===== config.mk =====
export PLATFORM = sky130hd
export DESIGN_NAME = mem_stage_ctrl_flat
export DESIGN_NICKNAME = d
export VERILOG_FILES = /design/src/rtl/mem_stage_ctrl_if.sv /design/src/rtl/mem_stage_ctrl.sv /design/src/flat_wrapper.sv
export SDC_FILE = /design/constraint.sdc
export NUM_CORES = 1
export LEC_CHECK = 0
export CORE_MARGIN = 1
export CORE_UTILIZATION = 42
export CTS_CLUSTER_SIZE = 10
export DETAILED_ROUTE_END_ITERATION = 7
export PLACE_DENSITY = 0.81
export SLEW_MARGIN = 10
export SYNTH_ARGS = -nofsm -noshare
export SYNTH_HDL_FRONTEND = slang
export SYNTH_SLANG_ARGS = --single-unit

===== constraint.sdc =====
create_clock -name clk -period 2.48 [get_ports clk]
set_clock_uncertainty 0.15 [all_clocks]
set_input_delay 0.496 -clock clk [delete_from_list [all_inputs] [get_ports clk]]
set_output_delay 0.496 -clock clk [all_outputs]
set_load 0.05 [all_outputs]

===== src/rtl/mem_stage_ctrl_if.sv =====
// Signal bundle between the MEM-stage controller and its surroundings: EX/MEM inputs,
// data-memory req/ack port, MEM/WB outputs and error flags.
interface mem_stage_ctrl_if;
  logic        in_valid;
  logic [31:0] ex_alu_result;
  logic [31:0] ex_store_data;
  logic [4:0]  ex_wr_addr;
  logic        ex_reg_wr;
  logic        ex_mem_to_reg;
  logic        ex_mem_rd;
  logic        ex_mem_wr;

  logic        stall;

  logic        mem_req;
  logic        mem_we;
  logic [31:0] mem_addr;
  logic [31:0] mem_wdata;
  logic [31:0] mem_rdata;
  logic        mem_ack;

  logic        wb_valid;
  logic        wb_reg_wr;
  logic        wb_mem_to_reg;
  logic [4:0]  wb_wr_addr;
  logic [31:0] wb_alu_result;
  logic [31:0] wb_mem_data;

  logic        err_misalign;
  logic        err_timeout;

  modport master (
    input  in_valid, ex_alu_result, ex_store_data, ex_wr_addr, ex_reg_wr, ex_mem_to_reg,
           ex_mem_rd, ex_mem_wr, mem_rdata, mem_ack,
    output stall, mem_req, mem_we, mem_addr, mem_wdata, wb_valid, wb_reg_wr, wb_mem_to_reg,
           wb_wr_addr, wb_alu_result, wb_mem_data, err_misalign, err_timeout
  );

  modport slave (
    output in_valid, ex_alu_result, ex_store_data, ex_wr_addr, ex_reg_wr, ex_mem_to_reg,
           ex_mem_rd, ex_mem_wr, mem_rdata, mem_ack,
    input  stall, mem_req, mem_we, mem_addr, mem_wdata, wb_valid, wb_reg_wr, wb_mem_to_reg,
           wb_wr_addr, wb_alu_result, wb_mem_data, err_misalign, err_timeout
  );
endinterface


===== src/rtl/mem_stage_ctrl.sv =====
// MEM-stage controller: issues load/store over a multi-cycle req/ack port, stalls upstream
// while waiting, and produces the registered MEM/WB bundle.
module mem_stage_ctrl #(
  parameter int unsigned TIMEOUT = 16,
  parameter int unsigned CNT_W   = 5
) (
  input logic              clk,
  input logic              rst_n,
  mem_stage_ctrl_if.master bus
);

  typedef enum logic [0:0] {StIdle, StWait} state_e;

  state_e            r_state;
  logic [CNT_W-1:0]  r_cnt;
  logic              r_mem_req;
  logic              r_mem_we;
  logic [31:0]       r_mem_addr;
  logic [31:0]       r_mem_wdata;
  logic              r_wb_valid;
  logic              r_wb_reg_wr;
  logic              r_wb_mem_to_reg;
  logic [4:0]        r_wb_wr_addr;
  logic [31:0]       r_wb_alu_result;
  logic [31:0]       r_wb_mem_data;
  logic              r_err_misalign;
  logic              r_err_timeout;

  logic w_memop;
  logic w_aligned;
  logic w_last;
  logic w_stall;

  assign w_memop   = bus.in_valid & (bus.ex_mem_rd | bus.ex_mem_wr);
  assign w_aligned = (bus.ex_alu_result[1:0] == 2'b00);
  assign w_last    = (r_cnt == CNT_W'(TIMEOUT - 1));

  // The ack cycle and the final timeout cycle release upstream on the retiring edge.
  always_comb begin
    w_stall = 1'b0;
    case (r_state)
      StIdle:  w_stall = w_memop & w_aligned;
      StWait:  w_stall = ~bus.mem_ack & ~w_last;
      default: w_stall = 1'b0;
    endcase
  end

  always_ff @(posedge clk or negedge rst_n) begin
    if (!rst_n) begin
      r_state         <= StIdle;
      r_cnt           <= '0;
      r_mem_req       <= 1'b0;
      r_mem_we        <= 1'b0;
      r_mem_addr      <= '0;
      r_mem_wdata     <= '0;
      r_wb_valid      <= 1'b0;
      r_wb_reg_wr     <= 1'b0;
      r_wb_mem_to_reg <= 1'b0;
      r_wb_wr_addr    <= '0;
      r_wb_alu_result <= '0;
      r_wb_mem_data   <= '0;
      r_err_misalign  <= 1'b0;
      r_err_timeout   <= 1'b0;
    end else begin
      r_wb_valid     <= 1'b0;
      r_err_misalign <= 1'b0;
      case (r_state)
        StIdle: begin
          if (!bus.in_valid) begin
            r_wb_reg_wr <= 1'b0;
          end else if (!w_memop) begin
            r_wb_valid      <= 1'b1;
            r_wb_reg_wr     <= bus.ex_reg_wr;
            r_wb_mem_to_reg <= bus.ex_mem_to_reg;
            r_wb_wr_addr    <= bus.ex_wr_addr;
            r_wb_alu_result <= bus.ex_alu_result;
            r_wb_mem_data   <= '0;
          end else if (!w_aligned) begin
            r_wb_valid      <= 1'b1;
            r_wb_reg_wr     <= 1'b0;
            r_wb_mem_to_reg <= bus.ex_mem_to_reg & ~bus.ex_mem_wr;
            r_wb_wr_addr    <= bus.ex_wr_addr;
            r_wb_alu_result <= bus.ex_alu_result;
            r_wb_mem_data   <= '0;
            r_err_misalign  <= 1'b1;
          end else begin
            r_mem_req   <= 1'b1;
            r_mem_we    <= bus.ex_mem_wr;
            r_mem_addr  <= {bus.ex_alu_result[31:2], 2'b00};
            r_mem_wdata <= bus.ex_store_data;
            r_cnt       <= '0;
            r_wb_reg_wr <= 1'b0;
            r_state     <= StWait;
          end
        end
        StWait: begin
          // ex_* are still held upstream, so they describe the retiring entry.
          if (bus.mem_ack) begin
            r_mem_req       <= 1'b0;
            r_state         <= StIdle;
            r_wb_valid      <= 1'b1;
            r_wb_reg_wr     <= bus.ex_reg_wr;
            r_wb_mem_to_reg <= bus.ex_mem_to_reg & ~r_mem_we;
            r_wb_wr_addr    <= bus.ex_wr_addr;
            r_wb_alu_result <= bus.ex_alu_result;
            r_wb_mem_data   <= r_mem_we ? 32'h0 : bus.mem_rdata;
          end else if (w_last) begin
            r_mem_req       <= 1'b0;
            r_err_timeout   <= 1'b1;
            r_state         <= StIdle;
            r_wb_valid      <= 1'b1;
            r_wb_reg_wr     <= 1'b0;
            r_wb_mem_to_reg <= bus.ex_mem_to_reg & ~r_mem_we;
            r_wb_wr_addr    <= bus.ex_wr_addr;
            r_wb_alu_result <= bus.ex_alu_result;
            r_wb_mem_data   <= '0;
          end else begin
            r_cnt <= r_cnt + 1'b1;
          end
        end
        default: r_state <= StIdle;
      endcase
    end
  end

  assign bus.stall         = w_stall;
  assign bus.mem_req       = r_mem_req;
  assign bus.mem_we        = r_mem_we;
  assign bus.mem_addr      = r_mem_addr;
  assign bus.mem_wdata     = r_mem_wdata;
  assign bus.wb_valid      = r_wb_valid;
  assign bus.wb_reg_wr     = r_wb_reg_wr;
  assign bus.wb_mem_to_reg = r_wb_mem_to_reg;
  assign bus.wb_wr_addr    = r_wb_wr_addr;
  assign bus.wb_alu_result = r_wb_alu_result;
  assign bus.wb_mem_data   = r_wb_mem_data;
  assign bus.err_misalign  = r_err_misalign;
  assign bus.err_timeout   = r_err_timeout;

endmodule


===== src/flat_wrapper.sv =====
// flat-port wrapper written by rule: the top's interface ports become plain ports
module mem_stage_ctrl_flat 
#(
  parameter int unsigned TIMEOUT = 16,
  parameter int unsigned CNT_W   = 5
)
  (clk, rst_n, bus_in_valid, bus_ex_alu_result, bus_ex_store_data, bus_ex_wr_addr, bus_ex_reg_wr, bus_ex_mem_to_reg, bus_ex_mem_rd, bus_ex_mem_wr, bus_mem_rdata, bus_mem_ack, bus_stall, bus_mem_req, bus_mem_we, bus_mem_addr, bus_mem_wdata, bus_wb_valid, bus_wb_reg_wr, bus_wb_mem_to_reg, bus_wb_wr_addr, bus_wb_alu_result, bus_wb_mem_data, bus_err_misalign, bus_err_timeout);
  mem_stage_ctrl_if bus_i ();
  input logic clk;
  input logic rst_n;
  input wire logic [$bits(bus_i.in_valid)-1:0] bus_in_valid;
  input wire logic [$bits(bus_i.ex_alu_result)-1:0] bus_ex_alu_result;
  input wire logic [$bits(bus_i.ex_store_data)-1:0] bus_ex_store_data;
  input wire logic [$bits(bus_i.ex_wr_addr)-1:0] bus_ex_wr_addr;
  input wire logic [$bits(bus_i.ex_reg_wr)-1:0] bus_ex_reg_wr;
  input wire logic [$bits(bus_i.ex_mem_to_reg)-1:0] bus_ex_mem_to_reg;
  input wire logic [$bits(bus_i.ex_mem_rd)-1:0] bus_ex_mem_rd;
  input wire logic [$bits(bus_i.ex_mem_wr)-1:0] bus_ex_mem_wr;
  input wire logic [$bits(bus_i.mem_rdata)-1:0] bus_mem_rdata;
  input wire logic [$bits(bus_i.mem_ack)-1:0] bus_mem_ack;
  output wire logic [$bits(bus_i.stall)-1:0] bus_stall;
  output wire logic [$bits(bus_i.mem_req)-1:0] bus_mem_req;
  output wire logic [$bits(bus_i.mem_we)-1:0] bus_mem_we;
  output wire logic [$bits(bus_i.mem_addr)-1:0] bus_mem_addr;
  output wire logic [$bits(bus_i.mem_wdata)-1:0] bus_mem_wdata;
  output wire logic [$bits(bus_i.wb_valid)-1:0] bus_wb_valid;
  output wire logic [$bits(bus_i.wb_reg_wr)-1:0] bus_wb_reg_wr;
  output wire logic [$bits(bus_i.wb_mem_to_reg)-1:0] bus_wb_mem_to_reg;
  output wire logic [$bits(bus_i.wb_wr_addr)-1:0] bus_wb_wr_addr;
  output wire logic [$bits(bus_i.wb_alu_result)-1:0] bus_wb_alu_result;
  output wire logic [$bits(bus_i.wb_mem_data)-1:0] bus_wb_mem_data;
  output wire logic [$bits(bus_i.err_misalign)-1:0] bus_err_misalign;
  output wire logic [$bits(bus_i.err_timeout)-1:0] bus_err_timeout;
  assign bus_i.in_valid = bus_in_valid;
  assign bus_i.ex_alu_result = bus_ex_alu_result;
  assign bus_i.ex_store_data = bus_ex_store_data;
  assign bus_i.ex_wr_addr = bus_ex_wr_addr;
  assign bus_i.ex_reg_wr = bus_ex_reg_wr;
  assign bus_i.ex_mem_to_reg = bus_ex_mem_to_reg;
  assign bus_i.ex_mem_rd = bus_ex_mem_rd;
  assign bus_i.ex_mem_wr = bus_ex_mem_wr;
  assign bus_i.mem_rdata = bus_mem_rdata;
  assign bus_i.mem_ack = bus_mem_ack;
  assign bus_stall = bus_i.stall;
  assign bus_mem_req = bus_i.mem_req;
  assign bus_mem_we = bus_i.mem_we;
  assign bus_mem_addr = bus_i.mem_addr;
  assign bus_mem_wdata = bus_i.mem_wdata;
  assign bus_wb_valid = bus_i.wb_valid;
  assign bus_wb_reg_wr = bus_i.wb_reg_wr;
  assign bus_wb_mem_to_reg = bus_i.wb_mem_to_reg;
  assign bus_wb_wr_addr = bus_i.wb_wr_addr;
  assign bus_wb_alu_result = bus_i.wb_alu_result;
  assign bus_wb_mem_data = bus_i.wb_mem_data;
  assign bus_err_misalign = bus_i.err_misalign;
  assign bus_err_timeout = bus_i.err_timeout;
  mem_stage_ctrl #(.TIMEOUT(TIMEOUT), .CNT_W(CNT_W)) u_core (.clk(clk), .rst_n(rst_n), .bus(bus_i));
endmodule

==> impl_metrics.csv <==
group,metric,value,unit
status,outcome,"complete, no violations",
critical_path,arrival,1.78,ns
hold_path,hp-class,"reg -> reg",
route,drt_pass1_iterations,4,
timing,drv_slew,0,
critical_path,cp_max_fo,4,
global_route,antenna_found_initial,0,
place,dpl.hpwl,9800,µm
power,comb_power_share,33.6,%
power,p_sw_share,33.4,%
die,dieArea,0.0136,mm²
global_route,grt_util_all_layers,20.6,%
route,via_per_inst,4.90,
logic_synthesis,syn_inst,345,
power,pwr-share-clk,33.5,%
layout,drive_gt1_share,24.8,%
route,wirelength,14100,µm
logic_synthesis,synthesis.area,0.00551,mm²
logic_synthesis,ys_warn_count,0,
timing,tightest_slew,0.560,ns
route,ant_nets,0,
clock_network,cts_max_level,4,
power,p_total,9.01,mW
route,vias,3859,
logic_synthesis,ys_ff_latch,144,
power,p_leak,3.92,nW
clock_network,cts.sinks,144,
layout,fillers,886,
global_route,grt_pass1_vias,4074,
timing,setup_viol,0,
critical_path,cp_slowest_cell,"dfrtp_1",
route,first_iter_violations,162,
die,io_pins,250,
logic_synthesis,yosysUniqueCellTypes,30,
critical_path,path_delay_family,"adder cells",
critical_path,endpoint_kind,"output pin",
power,pwr_density_cell,1000,mW/mm²
die,die_w,117,µm
critical_path,crit_chain,"ha_1 > and3_1 > ha_2 > o21ai_4 > buf_12",
critical_path,max_stage_delay,0.40,ns
power,intPower,6.00,mW
global_route,overflow,0,
critical_path,start_kind,"flop",
route,post-route-drc-count,0,
critical_path,cp.required,1.83,ns
route,wl_per_cell,17.9,µm
place,numPortBuffers,247,
die,start_util,43.3,%
timing,tns,0,ns
timing,period_share,98.0,%
critical_path,critPathKind,"reg -> out",
global_route,grt_max_degree,59,
clock_network,clk_latency,0.41,ns
layout,synthToLayoutAreaGrowth,63.0,%
clock_network,clockBufferDepth,2,
logic_synthesis,ys_seq_area_share,65.4,%
clock_network,numCtsBuffers,17,
power,ir_worst_vdd,613,µV
global_route,grt_pass1_wl,20900,µm
clock_network,cts_tree,"built",
logic_synthesis,syn_area_per_cell,16.0,µm²
timing,maxClockFrequency,0.411,GHz
layout,insertedDiodeCount,0,
critical_path,path_buf_inv,1,
die,coreArea,0.0127,mm²
layout,post-route-util,70.6,%
place,place.gp.congestion,0.775,
power,power_frac_seq,32.9,%
run,cap_violations,0,
timing,max_slew_margin,62.6,%
layout,fin_nets,716,
power,switchingPower,3.01,mW
die,die_height,117,µm
clock_network,path_clk_slew,0.05,ns
timing,fin_crit,2.43,ns
timing,hold_violations,0,
clock_network,cts_root_buf,"clkbuf_16",
die,num_rows,41,
[area by class of cell]
cell class	count	area (µm²)	area share (%)
Timing Repair Buffer	261	2680	29.8
Multi-Input combinational cell	176	1770	19.6
Inverter	4	15.0	0.167
Sequential cell	144	3600	40.1
Tap cell	172	215	2.39
Clock inverter	10	229	2.55
Clock buffer	21	480	5.35
[synth_stat cells]
library cell    n  area share (%)
dfrtp_1       144              65
mux2_2         88              18
a22o_1         33             5.2
mux2_4         12             3.3
buf_2          10            0.91
buf_4          10             1.4
nand2_1         7            0.48
nand3_1         5            0.45
a32o_1          4            0.73
o21ai_0         4            0.36
ha_1            3            0.68
inv_1           3            0.20
nor2_1          3            0.20
buf_6           2            0.41
nor4_1          2            0.23
a2111o_1        1            0.20
a21o_1          1            0.14
and2_4          1            0.16
and3_1          1            0.11
and3b_1         1            0.16
conb_1          1           0.068
inv_2           1           0.068
mux2i_1         1            0.18
nand2b_1        1            0.11
nand3b_1        1            0.14
nor2_2          1            0.11
nor2b_4         1            0.25
o21ai_1         1           0.091
o21bai_1        1            0.14
o31ai_2         1            0.23
[power by group through the flow]
stage / Sequential (mW) / Clock [mW] / Combinational (mW)
CTS: 2.97 / 3.07 / 3.04
finish: 2.97 / 3.02 / 3.02
global placement: 2.98 / 0 / 2.98
floorplan: 4.33 / 0 / 0.509
detailed placement: 3.00 / 0 / 3.02
global route: 3.01 / 3.18 / 3.14
[kinds of logic (layout without fill, tap and decap cells)]
family	count (synthesis)	after routing	share of synthesized area, %
simple gates	24	24	2.41
compound gates	46	46	7.13
other cells	1	2	0.0680
mux	101	101	21.4
fa+ha+maj	3	3	0.681
buf+inv	26	296	2.95
flops	144	144	65.4
[layer usage]
metal  share of wire [%]  track usage, %  vias up
li1                    -               -     1760
met5                   0               0        -
met1                  38            22.6     1912
met2                  50            34.8      161
met4                 2.7            9.45        0
met3                  10            8.77       26
[metrics by stage]
| stage | setup slack (ns) | hold slack, ns | std cells | area (µm²) |
|---|---|---|---|---|
| floorplan | 0.105 | 0.0504 | 346 | 5520 |
| global placement | 0.131 | 0.308 | 755 | 8250 |
| detailed placement | 0.0454 | 0.317 | 755 | 8250 |
| CTS | 0.00440 | 0.345 | 787 | 8970 |
| global route | -0.0111 | 0.364 | 788 | 8990 |
| finish | 0.0492 | 0.340 | 788 | 8990 |
[path summary, 6_finish.rpt]
path	slack, ns	to	cells past startpoint	from
min in group asynchronous	0.49	u_core.bus.mem_wdata[10]	2	rst_n
hold reg to reg	0.34	u_core.bus.err_timeout	1	u_core.bus.err_timeout
setup / recovery	0.05	bus_stall	5	u_core.r_cnt[0]
setup reg to reg	0.11	u_core.bus.wb_alu_result[14]	7	u_core.r_cnt[0]
max in group asynchronous	1.12	u_core.bus.mem_addr[31]	3	rst_n
hold / removal	0.34	u_core.bus.err_timeout	1	u_core.bus.err_timeout
[cell usage in the layout, fill, tap and decap left out, types with 2 or more instances in the layout]
| master | netlist | layout |
|---|---|---|
| a22o_1 | 33 | 33 |
| a32o_1 | 4 | 4 |
| buf_12 | 0 | 8 |
| buf_4 | 10 | 6 |
| bufinv_16 | 0 | 7 |
| clkbuf_16 | 0 | 17 |
| clkbuf_8 | 0 | 4 |
| clkdlybuf4s50_1 | 0 | 245 |
| clkinv_2 | 0 | 2 |
| conb_1 | 1 | 2 |
| dfrtp_1 | 144 | 144 |
| ha_1 | 3 | 2 |
| inv_1 | 3 | 3 |
| mux2_2 | 88 | 88 |
| mux2_4 | 12 | 12 |
| nand2_1 | 7 | 7 |
| nand3_1 | 5 | 5 |
| nor2_1 | 3 | 3 |
| nor4_1 | 2 | 2 |
| o21ai_0 | 4 | 3 |
[repair_timing]
item | in CTS | in global routing
buffers inserted | 0 | 1
endpoints found under the hold margin | 55 | 0
pin swaps | 1 | 0
setup endpoints to repair | 1 | 1
hold buffers | 1 | 0
resized for setup | 2 | 1
Power figures use the tool's default switching activity.
